## src/rtl/mul_sched_if.sv

```systemverilog
// Bus bundle between the modular-arithmetic front end, mul_sched and the shared multiplier.
// The slave modport is the scheduler's view; master is the surrounding logic.
interface mul_sched_if #(
    parameter int unsigned NUM_REQ  = 4,
    parameter int unsigned MUL_SIZE = 56
);
    localparam int unsigned IdW = $clog2(NUM_REQ);

    logic [NUM_REQ-1:0]          req_valid;
    logic [NUM_REQ-1:0]          req_ready;
    logic [NUM_REQ*MUL_SIZE-1:0] req_a;
    logic [NUM_REQ*MUL_SIZE-1:0] req_b;

    logic                        mul_en;
    logic [MUL_SIZE-1:0]         mul_a;
    logic [MUL_SIZE-1:0]         mul_b;
    logic [2*MUL_SIZE-1:0]       mul_res;

    logic                        rsp_valid;
    logic                        rsp_ready;
    logic [2*MUL_SIZE-1:0]       rsp_data;
    logic [IdW-1:0]              rsp_id;
    logic                        busy;

    modport slave (
        input  req_valid, req_a, req_b, mul_res, rsp_ready,
        output req_ready, mul_en, mul_a, mul_b, rsp_valid, rsp_data, rsp_id, busy
    );

    modport master (
        output req_valid, req_a, req_b, mul_res, rsp_ready,
        input  req_ready, mul_en, mul_a, mul_b, rsp_valid, rsp_data, rsp_id, busy
    );
endinterface

```

## src/rtl/mul_sched.sv

```systemverilog
// Round-robin scheduler sharing one multi-cycle multiplier among NUM_REQ requesters,
// returning each product with its requester index on a backpressured response port.
module mul_sched #(
    parameter int unsigned NUM_REQ  = 4,
    parameter int unsigned MUL_SIZE = 56,
    parameter int unsigned MUL_LAT  = 3
) (
    input logic        clk,
    input logic        rst_n,
    mul_sched_if.slave bus
);
    localparam int unsigned IdW  = $clog2(NUM_REQ);
    localparam int unsigned CntW = (MUL_LAT > 2) ? $clog2(MUL_LAT) : 1;

    localparam logic [1:0] StIdle  = 2'd0;
    localparam logic [1:0] StIssue = 2'd1;
    localparam logic [1:0] StWait  = 2'd2;
    localparam logic [1:0] StResp  = 2'd3;

    logic [1:0]          state_q, state_d;
    logic [IdW-1:0]      last_q, last_d;
    logic [IdW-1:0]      rsp_id_q, rsp_id_d;
    logic [CntW-1:0]     cnt_q, cnt_d;
    logic [MUL_SIZE-1:0] mul_a_q, mul_a_d;
    logic [MUL_SIZE-1:0] mul_b_q, mul_b_d;

    logic                gnt_found;
    logic [IdW-1:0]      gnt_idx;
    logic                arb_en;
    logic                hs;
    logic [NUM_REQ-1:0]  req_ready;

    // First valid requester searching upward from last+1, wrapping at NUM_REQ.
    always_comb begin
        gnt_found = 1'b0;
        gnt_idx   = '0;
        for (int unsigned off = 1; off <= NUM_REQ; off++) begin
            if (!gnt_found && bus.req_valid[IdW'((32'(last_q) + off) % NUM_REQ)]) begin
                gnt_found = 1'b1;
                gnt_idx   = IdW'((32'(last_q) + off) % NUM_REQ);
            end
        end
    end

    // Arbitration runs in IDLE, and in RESP only once the response is accepted.
    always_comb begin
        arb_en    = (state_q == StIdle) || ((state_q == StResp) && bus.rsp_ready);
        hs        = arb_en && gnt_found;
        req_ready = '0;
        if (hs) begin
            req_ready[gnt_idx] = 1'b1;
        end
    end

    always_comb begin
        state_d  = state_q;
        last_d   = last_q;
        rsp_id_d = rsp_id_q;
        cnt_d    = cnt_q;
        mul_a_d  = mul_a_q;
        mul_b_d  = mul_b_q;

        case (state_q)
            StIdle: begin
                if (hs) begin
                    state_d = StIssue;
                end
            end
            StIssue: begin
                cnt_d   = CntW'(MUL_LAT - 1);
                state_d = (MUL_LAT > 1) ? StWait : StResp;
            end
            StWait: begin
                cnt_d = cnt_q - 1'b1;
                if (cnt_q == CntW'(1)) begin
                    state_d = StResp;
                end
            end
            StResp: begin
                if (bus.rsp_ready) begin
                    state_d = hs ? StIssue : StIdle;
                end
            end
            default: begin
                state_d = StIdle;
            end
        endcase

        if (hs) begin
            last_d   = gnt_idx;
            rsp_id_d = gnt_idx;
            mul_a_d  = bus.req_a[gnt_idx*MUL_SIZE +: MUL_SIZE];
            mul_b_d  = bus.req_b[gnt_idx*MUL_SIZE +: MUL_SIZE];
        end
    end

    always_ff @(posedge clk) begin
        if (!rst_n) begin
            state_q  <= StIdle;
            last_q   <= IdW'(NUM_REQ - 1);
            rsp_id_q <= '0;
            cnt_q    <= '0;
            mul_a_q  <= '0;
            mul_b_q  <= '0;
        end else begin
            state_q  <= state_d;
            last_q   <= last_d;
            rsp_id_q <= rsp_id_d;
            cnt_q    <= cnt_d;
            mul_a_q  <= mul_a_d;
            mul_b_q  <= mul_b_d;
        end
    end

    assign bus.req_ready = req_ready;
    assign bus.mul_en    = (state_q == StIssue);
    assign bus.mul_a     = mul_a_q;
    assign bus.mul_b     = mul_b_q;
    assign bus.rsp_valid = (state_q == StResp);
    // mul_res is stable through RESP because mul_en is never raised there.
    assign bus.rsp_data  = (state_q == StResp) ? bus.mul_res : '0;
    assign bus.rsp_id    = rsp_id_q;
    assign bus.busy      = (state_q != StIdle);
endmodule

```

## src/flat_wrapper.sv

```systemverilog
// flat-port wrapper written by rule: the top's interface ports become plain ports
module mul_sched_flat 
#(
    parameter int unsigned NUM_REQ  = 4,
    parameter int unsigned MUL_SIZE = 56,
    parameter int unsigned MUL_LAT  = 3
)
  (clk, rst_n, bus_req_valid, bus_req_a, bus_req_b, bus_mul_res, bus_rsp_ready, bus_req_ready, bus_mul_en, bus_mul_a, bus_mul_b, bus_rsp_valid, bus_rsp_data, bus_rsp_id, bus_busy);
  mul_sched_if #(.NUM_REQ(NUM_REQ), .MUL_SIZE(MUL_SIZE)) bus_i ();
  input logic clk;
  input logic rst_n;
  input wire logic [$bits(bus_i.req_valid)-1:0] bus_req_valid;
  input wire logic [$bits(bus_i.req_a)-1:0] bus_req_a;
  input wire logic [$bits(bus_i.req_b)-1:0] bus_req_b;
  input wire logic [$bits(bus_i.mul_res)-1:0] bus_mul_res;
  input wire logic [$bits(bus_i.rsp_ready)-1:0] bus_rsp_ready;
  output wire logic [$bits(bus_i.req_ready)-1:0] bus_req_ready;
  output wire logic [$bits(bus_i.mul_en)-1:0] bus_mul_en;
  output wire logic [$bits(bus_i.mul_a)-1:0] bus_mul_a;
  output wire logic [$bits(bus_i.mul_b)-1:0] bus_mul_b;
  output wire logic [$bits(bus_i.rsp_valid)-1:0] bus_rsp_valid;
  output wire logic [$bits(bus_i.rsp_data)-1:0] bus_rsp_data;
  output wire logic [$bits(bus_i.rsp_id)-1:0] bus_rsp_id;
  output wire logic [$bits(bus_i.busy)-1:0] bus_busy;
  assign bus_i.req_valid = bus_req_valid;
  assign bus_i.req_a = bus_req_a;
  assign bus_i.req_b = bus_req_b;
  assign bus_i.mul_res = bus_mul_res;
  assign bus_i.rsp_ready = bus_rsp_ready;
  assign bus_req_ready = bus_i.req_ready;
  assign bus_mul_en = bus_i.mul_en;
  assign bus_mul_a = bus_i.mul_a;
  assign bus_mul_b = bus_i.mul_b;
  assign bus_rsp_valid = bus_i.rsp_valid;
  assign bus_rsp_data = bus_i.rsp_data;
  assign bus_rsp_id = bus_i.rsp_id;
  assign bus_busy = bus_i.busy;
  mul_sched #(.NUM_REQ(NUM_REQ), .MUL_SIZE(MUL_SIZE), .MUL_LAT(MUL_LAT)) u_core (.clk(clk), .rst_n(rst_n), .bus(bus_i));
endmodule
```

## config.mk

```make
export PLATFORM = sky130hd
export DESIGN_NAME = mul_sched_flat
export DESIGN_NICKNAME = d
export VERILOG_FILES = /design/src/rtl/mul_sched_if.sv /design/src/rtl/mul_sched.sv /design/src/flat_wrapper.sv
export SDC_FILE = /design/constraint.sdc
export NUM_CORES = 1
export LEC_CHECK = 0
export BUFFER_PORTS_ARGS = -buffer_cell sky130_fd_sc_hd__buf_2
export CAP_MARGIN = 10
export CORE_AREA = 5 5 305 307
export CTS_BUF_LIST = sky130_fd_sc_hd__clkbuf_8 sky130_fd_sc_hd__clkbuf_16
export DETAILED_ROUTE_END_ITERATION = 10
export DIE_AREA = 0 0 310 312
export GPL_ROUTABILITY_DRIVEN = 1
export PLACE_DENSITY_LB_ADDON = 0.08
export SKIP_CTS_REPAIR_TIMING = 1
export SYNTH_ARGS = -nofsm -noshare
export SYNTH_HDL_FRONTEND = slang
export SYNTH_SLANG_ARGS = --single-unit
export TNS_END_PERCENT = 50
```

## constraint.sdc

```tcl
create_clock -name clk -period 2.05 [get_ports clk]
set_clock_uncertainty 0.2 [all_clocks]
set_input_delay 0.205 -clock clk [delete_from_list [all_inputs] [get_ports clk]]
set_output_delay 0.205 -clock clk [all_outputs]
set_load 0.005 [all_outputs]
```

==> impl_metrics.tcl, run 1 <==
set metrics [dict create \
    cts_tree "done" \
    endpoint_kind "flip-flop" \
    ir_worst_vdd_mv 0.539 \
    dp.cells 2929 \
    start_util_pct 10.0 \
    dr.pass1.iters 7 \
    min_path_type "in2reg" \
    pwr-share-comb_pct 64.3 \
    grt_overflow 0 \
    worstPathRequired_ns 2.22 \
    hold_violations 19 \
    clkPwrFrac_pct 16.4 \
    synth_seq_area_share_pct 26.7 \
    worst_hold_startpoint "bus_req_a[140]" \
    io_pins 800 \
    antenna_found_initial 10 \
    die_h_um 312 \
    ant_nets 0 \
    final_nets 2802 \
    routedWlPerCell_um 19.7 \
    clk_latency_ns 0.49 \
    cp-start-kind "flip-flop" \
    drive_gt1_share_pct 54.6 \
    worst_pin_slew_ns 0.594 \
    seqPwrFrac_pct 19.3 \
    syn_area_um2 8990 \
    hold_end "u_core.bus.mul_a[28]" \
    placed_area_um2 14800 \
    pwr_density_cell_nw_per_um2 1000 \
    cts.sinks 120 \
    synth_cell_types 38 \
    synth.area.top_cells "dfxtp_1 27%, nand3_1 13%, a221o_1 12%, mux2i_1 12%, mux2_2 9.4%" \
    p_switching_w 0.00861 \
    fmax_ghz 0.443 \
    synth_largest_area_cell "dfxtp_1" \
    holdWs_ns -0.0566 \
    grt_pass1_wl_um 81500 \
    cap_viol_max_count 0 \
    synth.top_cell.area_share_pct 26.7 \
    row_count 110 \
    drc 0 \
    finalCriticalPeriod_ns 2.26 \
    drv_slew 0 \
    setup_viol_count_final 205 \
    avgSynthCellArea_um2 9.31 \
    leakagePower_nw 10.0 \
    rr_endpoint "u_core.bus.mul_b[26]" \
    cts_buffers 17 \
    instances_no_fill 3423 \
    syn_nets 1538 \
    place.gp.congestion 0.774 \
    drtIter0Drc 480 \
    rsz0062_at_grt "yes" \
    path_max_fanout 28 \
    clk_path_buf_depth 2 \
    swShare_pct 40.0 \
    synth_edf_count 0 \
    synthCells 965 \
    h-tree-depth 4 \
    yosysWarnings 0 \
    via_count 12836 \
    holdPathStages 4 \
    clk_pin_slew_worst_paths_ns 0.07 \
    grt_max_degree 84 \
    design.core.area_um2 89700 \
    fin_crit_sh_pct 110 \
    syn2layout_area_growth_pct 139 \
    cp.arrival_ns 2.43 \
    synth_seq_cells 120 \
    grtUsageTotal_pct 11.4 \
    rr_worst_depth 7 \
    synthArstFlopShare_pct 0 \
    fp.dieW_um 310 \
    violations "negative hold slack, negative setup slack" \
    ys.flop_type "dfxtp_1" \
    yosysMostFrequentCell "nand3_1" \
    regToRegStartpoint "u_core.last_q[1]" \
    ctsRootBufferMaster "clkbuf_16" \
    power.internal_w 0.0129 \
    fin_ws_ns -0.206 \
    wl_um 67600 \
    dp_hpwl_um 47900 \
    port_buffers 799 \
    fillers 9837 \
    critPathKind "reg2reg" \
    r2r_slack_ns -0.21 \
    yosys-top-cells-count "226 x nand3_1, 120 x dfxtp_1, 112 x a221o_1, 112 x and2_1, 112 x mux2i_1" \
    finalInstanceArea_um2 21500 \
    slew_headroom_pct 60.4 \
    status "finished, violations left" \
    vias_per_cell 3.75 \
    dieArea_um2 96700 \
    grt_pass1_vias 11886 \
]
registers in the layout (all words and copies together) (netlist names):
| name | count |
|---|---|
| u_core.bus.rsp_id | 2 |
| u_core.state_q | 2 |
| u_core.last_q | 2 |
| u_core.bus.mul_b | 56 |
| u_core.bus.mul_a | 56 |
| u_core.cnt_q | 2 |
kinds of logic after synthesis:
family	after synthesis	synth area share (%)
buffers and inverters	118	8.16
adders and majority gates	6	0.835
and+or+nand+nor	368	22.5
muxes	224	28.1
AOI/OAI and AO/OA	129	13.7
DFF	120	26.7
through the flow:
stage	setup WS, ns	TNS (ns)	utilization (%)	power (W)
final	-0.206	-23.48	23.9	0.0215
after global routing	-0.291	-38.67	23.9	0.0229
after CTS	-0.714	-72.47	17.2	0.0188
after detailed placement	-0.306	-30.11	16.5	0.0151
after global placement	-0.312	-30.46	16.5	0.0152
after floorplan	-0.0186	-0.557	-	0.00994
power groups by stage:
stage / combinational, W / clock [W] / sequential [W]
2_1_floorplan: 0.00576 / 0 / 0.00418
3_3_place_gp: 0.0110 / 0 / 0.00417
3_5_place_dp: 0.0109 / 0 / 0.00415
4_1_cts: 0.0110 / 0.00374 / 0.00413
5_1_grt: 0.0148 / 0.00378 / 0.00429
6_report: 0.0138 / 0.00352 / 0.00416
per-layer routing:
metal  vias up  part of all wire (%)  global-route usage [%]
li1       6180                     -                       -
met4        10                   1.9                    3.22
met2       502                    55                    22.5
met1      6068                    37                    11.4
met5         -                  0.11                       0
met3        76                   5.9                    3.64
layout by cell type, fill, tap and decap left out, types with 4 or more instances in the layout:
master / count
clkbuf_16: 40
dlygate4sd3_1: 389
nor2_1: 7
buf_12: 24
buf_16: 8
nand2_1: 5
mux2_2: 67
dfxtp_1: 116
buf_6: 101
o21ai_0: 4
ha_1: 4
inv_1: 6
a221o_1: 112
clkinv_4: 4
mux2_4: 45
buf_4: 87
diode_2: 5
mux2i_2: 4
a21oi_1: 4
bufinv_16: 4
buf_8: 8
buf_2: 715
and2_4: 84
mux2i_1: 107
and2_1: 28
nand3_1: 225
area by class of cell:
cell class	count	area [um2]	area share (%)
flip-flops and latches	120	2410	11.3
diodes	5	12.5	0.0583
clock buffers	18	439	2.05
clock inverters	14	196	0.916
repair buffers	1355	10700	49.7
well taps	1176	1470	6.86
multi-input cells	727	6230	29.0
inverters	8	35.0	0.163
worst max-delay path, stage by stage (launching register included):
cell     delay (ns)
dfxtp_4        0.37
buf_4          0.14
a21o_2         0.22
nand3_4        0.14
buf_12         0.17
buf_12         0.22
mux2_2         0.37
a221o_1        0.29
how the worst max path moves through the flow:
| stage | from | endpoint | cells past startpoint |
|---|---|---|---|
| 5_1_grt | u_core.last_q[0] | bus_req_ready[3] | 8 |
| 2_1_floorplan | u_core.state_q[1] | u_core.bus.mul_b[24] | 8 |
| 4_1_cts | u_core.state_q[0] | bus_rsp_data[88] | 5 |
| 6_report | u_core.last_q[1] | u_core.bus.mul_b[26] | 7 |
| 3_3_place_gp | bus_req_valid[0] | u_core.bus.mul_a[45] | 9 |
| 3_5_place_dp | bus_req_valid[0] | u_core.bus.mul_a[45] | 9 |
Note: power is estimated with default switching activity, not from simulation.
==> inputs of run 2 (changes only) <==
- SETUP_SLACK_MARGIN: not set -> 0.02
==> run 2 against run 1 <==
  * The run still ends with negative hold slack, negative setup slack left
  * Count of clock-buffer cells in the layout is the same
  * Clock power fell by 13%
  * First-iteration DRC count up 0.21%
  * Power fell by 7.5%
  * Sequential power about the same
  * Routed wire length shrank 5.9%
  * Core utilization down 0.83 points
  * Maximum frequency decreased by 1.6%
  * Combinational power shrank 8%
  * Design area down 3.5%
  * Sequential cell count unchanged
==> impl_metrics.tcl, run 2 (synthesis gave the netlist of run 1 again) <==
set metrics [dict create \
    path_buf_inv 4 \
    finalCriticalPeriod_ns 2.29 \
    max_stage_delay_ns 0.37 \
    critPathKind "reg2out" \
    cts.sinks 120 \
    cp_common_cell "buf_6" \
    io_pins 800 \
    pwr-share-comb_pct 63.8 \
    grtUsageTotal_pct 11.5 \
    hold_violations 12 \
    drc 0 \
    grt_max_degree 60 \
    pre_cts_ws_ns -0.184 \
    power.internal_w 0.0119 \
    path_delay_family "buffers and inverters" \
    final_common_cell "buf_2" \
    routedWlPerCell_um 18.7 \
    cp.arrival_ns 1.89 \
    status "finished, violations left" \
    fp.dieW_um 310 \
    worst_hold_startpoint "bus_req_b[181]" \
    violations "negative hold slack, negative setup slack" \
    path_cells "inv_4 > ha_4 > a21oi_4 > buf_6 > or2_4 > buf_6 > nor3b_2 > buf_2" \
    setup_tns_ns -20.17 \
    pwr_density_cell_nw_per_um2 961 \
    worstPathRequired_ns 1.64 \
    via_count 12735 \
    cts_tree "done" \
    startpoint "u_core.state_q[1]" \
    clkPwrFrac_pct 15.3 \
    start_util_pct 10.0 \
    row_count 110 \
    cap_viol_max_count 0 \
    design.core.area_um2 89700 \
    dieArea_um2 96700 \
    holdWs_ns -0.0315 \
    antenna_found_initial 13 \
    dr.pass1.iters 5 \
    fmax_ghz 0.436 \
    final_nets 2785 \
    ant_nets 0 \
    regToRegStartpoint "u_core.state_q[1]" \
    instances_no_fill 3407 \
    drv_slew 0 \
    cts_buffers 17 \
    clk_path_buf_depth 2 \
    vias_per_cell 3.74 \
    crit_slowest_cell "dfxtp_4" \
    ir_worst_vdd_mv 0.484 \
    wl_um 63600 \
    die_h_um 312 \
    ctsRootBufferMaster "clkbuf_16" \
    seqPwrFrac_pct 20.9 \
    endpoint_kind "output pin" \
    grt_overflow 0 \
    layout_common_cells "742 x buf_2, 400 x dlygate4sd3_1, 224 x nand3_1" \
    h-tree-depth 4 \
    slew_headroom_pct 60.7 \
    grt_pass1_vias 12063 \
    clk_pin_slew_worst_paths_ns 0.07 \
    syn2layout_area_growth_pct 130 \
    rsz0062_at_grt "yes" \
    worst_pin_slew_ns 0.589 \
    dp_hpwl_um 49800 \
    p_switching_w 0.00800 \
    fin_crit_sh_pct 112 \
    setup_viol_count_final 228 \
    min_path_type "in2reg" \
    drtIter0Drc 481 \
    path_max_fanout 4 \
    place.gp.congestion 0.784 \
    drive_gt1_share_pct 52.3 \
    dp.cells 2947 \
    grt_pass1_wl_um 82400 \
    cp-start-kind "flip-flop" \
    swShare_pct 40.2 \
    leakagePower_nw 9.68 \
    fin_ws_ns -0.242 \
    port_buffers 799 \
    clk_latency_ns 0.48 \
]
==> run 2: cell types whose count changed in the layout (fill, tap and decap cells not counted), moves of 4 or more <==
| cell | delta |
|---|---|
| buf_6 | -34 |
| and2_1 | +31 |
| and2_4 | -31 |
| buf_2 | +27 |
| clkbuf_16 | -14 |
| dlygate4sd3_1 | +11 |
| buf_12 | +10 |
| buf_4 | -9 |
| mux2_2 | +8 |
| mux2_4 | -8 |
| buf_16 | -5 |
| clkinv_2 | +4 |
==> run 2: cell type report <==
type / count / area, um2
fillers: 9938 / 69000
repair buffers: 1338 / 10100
multi-input cells: 727 / 6100
flip-flops and latches: 120 / 2410
well taps: 1176 / 1470
clock buffers: 18 / 439
clock inverters: 14 / 110
inverters: 8 / 35.0
diodes: 6 / 15.0
==> run 2: worst reg2reg max path, delay by kind of cell, from the launching register on <==
kind                     cells  cell delay (ns)
AO/OA/AOI/OAI                2             0.19
buffers and inverters        4             0.66
AND/OR/NAND/NOR              2             0.37
flip-flops                   1             0.37
multiplexers                 1             0.25
adder cells (fa/ha/maj)      1             0.14
==> run 2: through the flow <==
step           cell area, um2  utilization [%]  total power, W
6_report                20700             23.1          0.0199
4_1_cts                 15600             17.4          0.0187
2_1_floorplan            9000                -         0.00995
3_3_place_gp            15100             16.8          0.0155
3_5_place_dp            15100             16.8          0.0154
5_1_grt                 20700             23.1          0.0213
==> run 2: path summary, 6_finish.rpt <==
path / slack (ns) / depth (start not counted) / to
max: -0.24 / 8 / bus_req_ready[1]
min reg2reg: 0.28 / 1 / u_core.bus.mul_b[29]
min: -0.03 / 4 / u_core.bus.mul_b[13]
max reg2reg: -0.17 / 10 / u_core.bus.mul_b[30]
==> run 2: power by group through the flow <==
stage | combinational (W) | sequential, W | clock [W]
4_1_cts | 0.0113 | 0.00411 | 0.00328
2_1_floorplan | 0.00577 | 0.00418 | 0
6_report | 0.0127 | 0.00415 | 0.00305
5_1_grt | 0.0138 | 0.00427 | 0.00332
3_5_place_dp | 0.0113 | 0.00413 | 0
3_3_place_gp | 0.0113 | 0.00416 | 0
==> run 2: routing by layer <==
metal / routed length [um] / GRT usage (%)
met1: 23800 / 11.9
met2: 34700 / 22.5
met3: 4060 / 3.76
met4: 1020 / 2.48
met5: 34 / 0
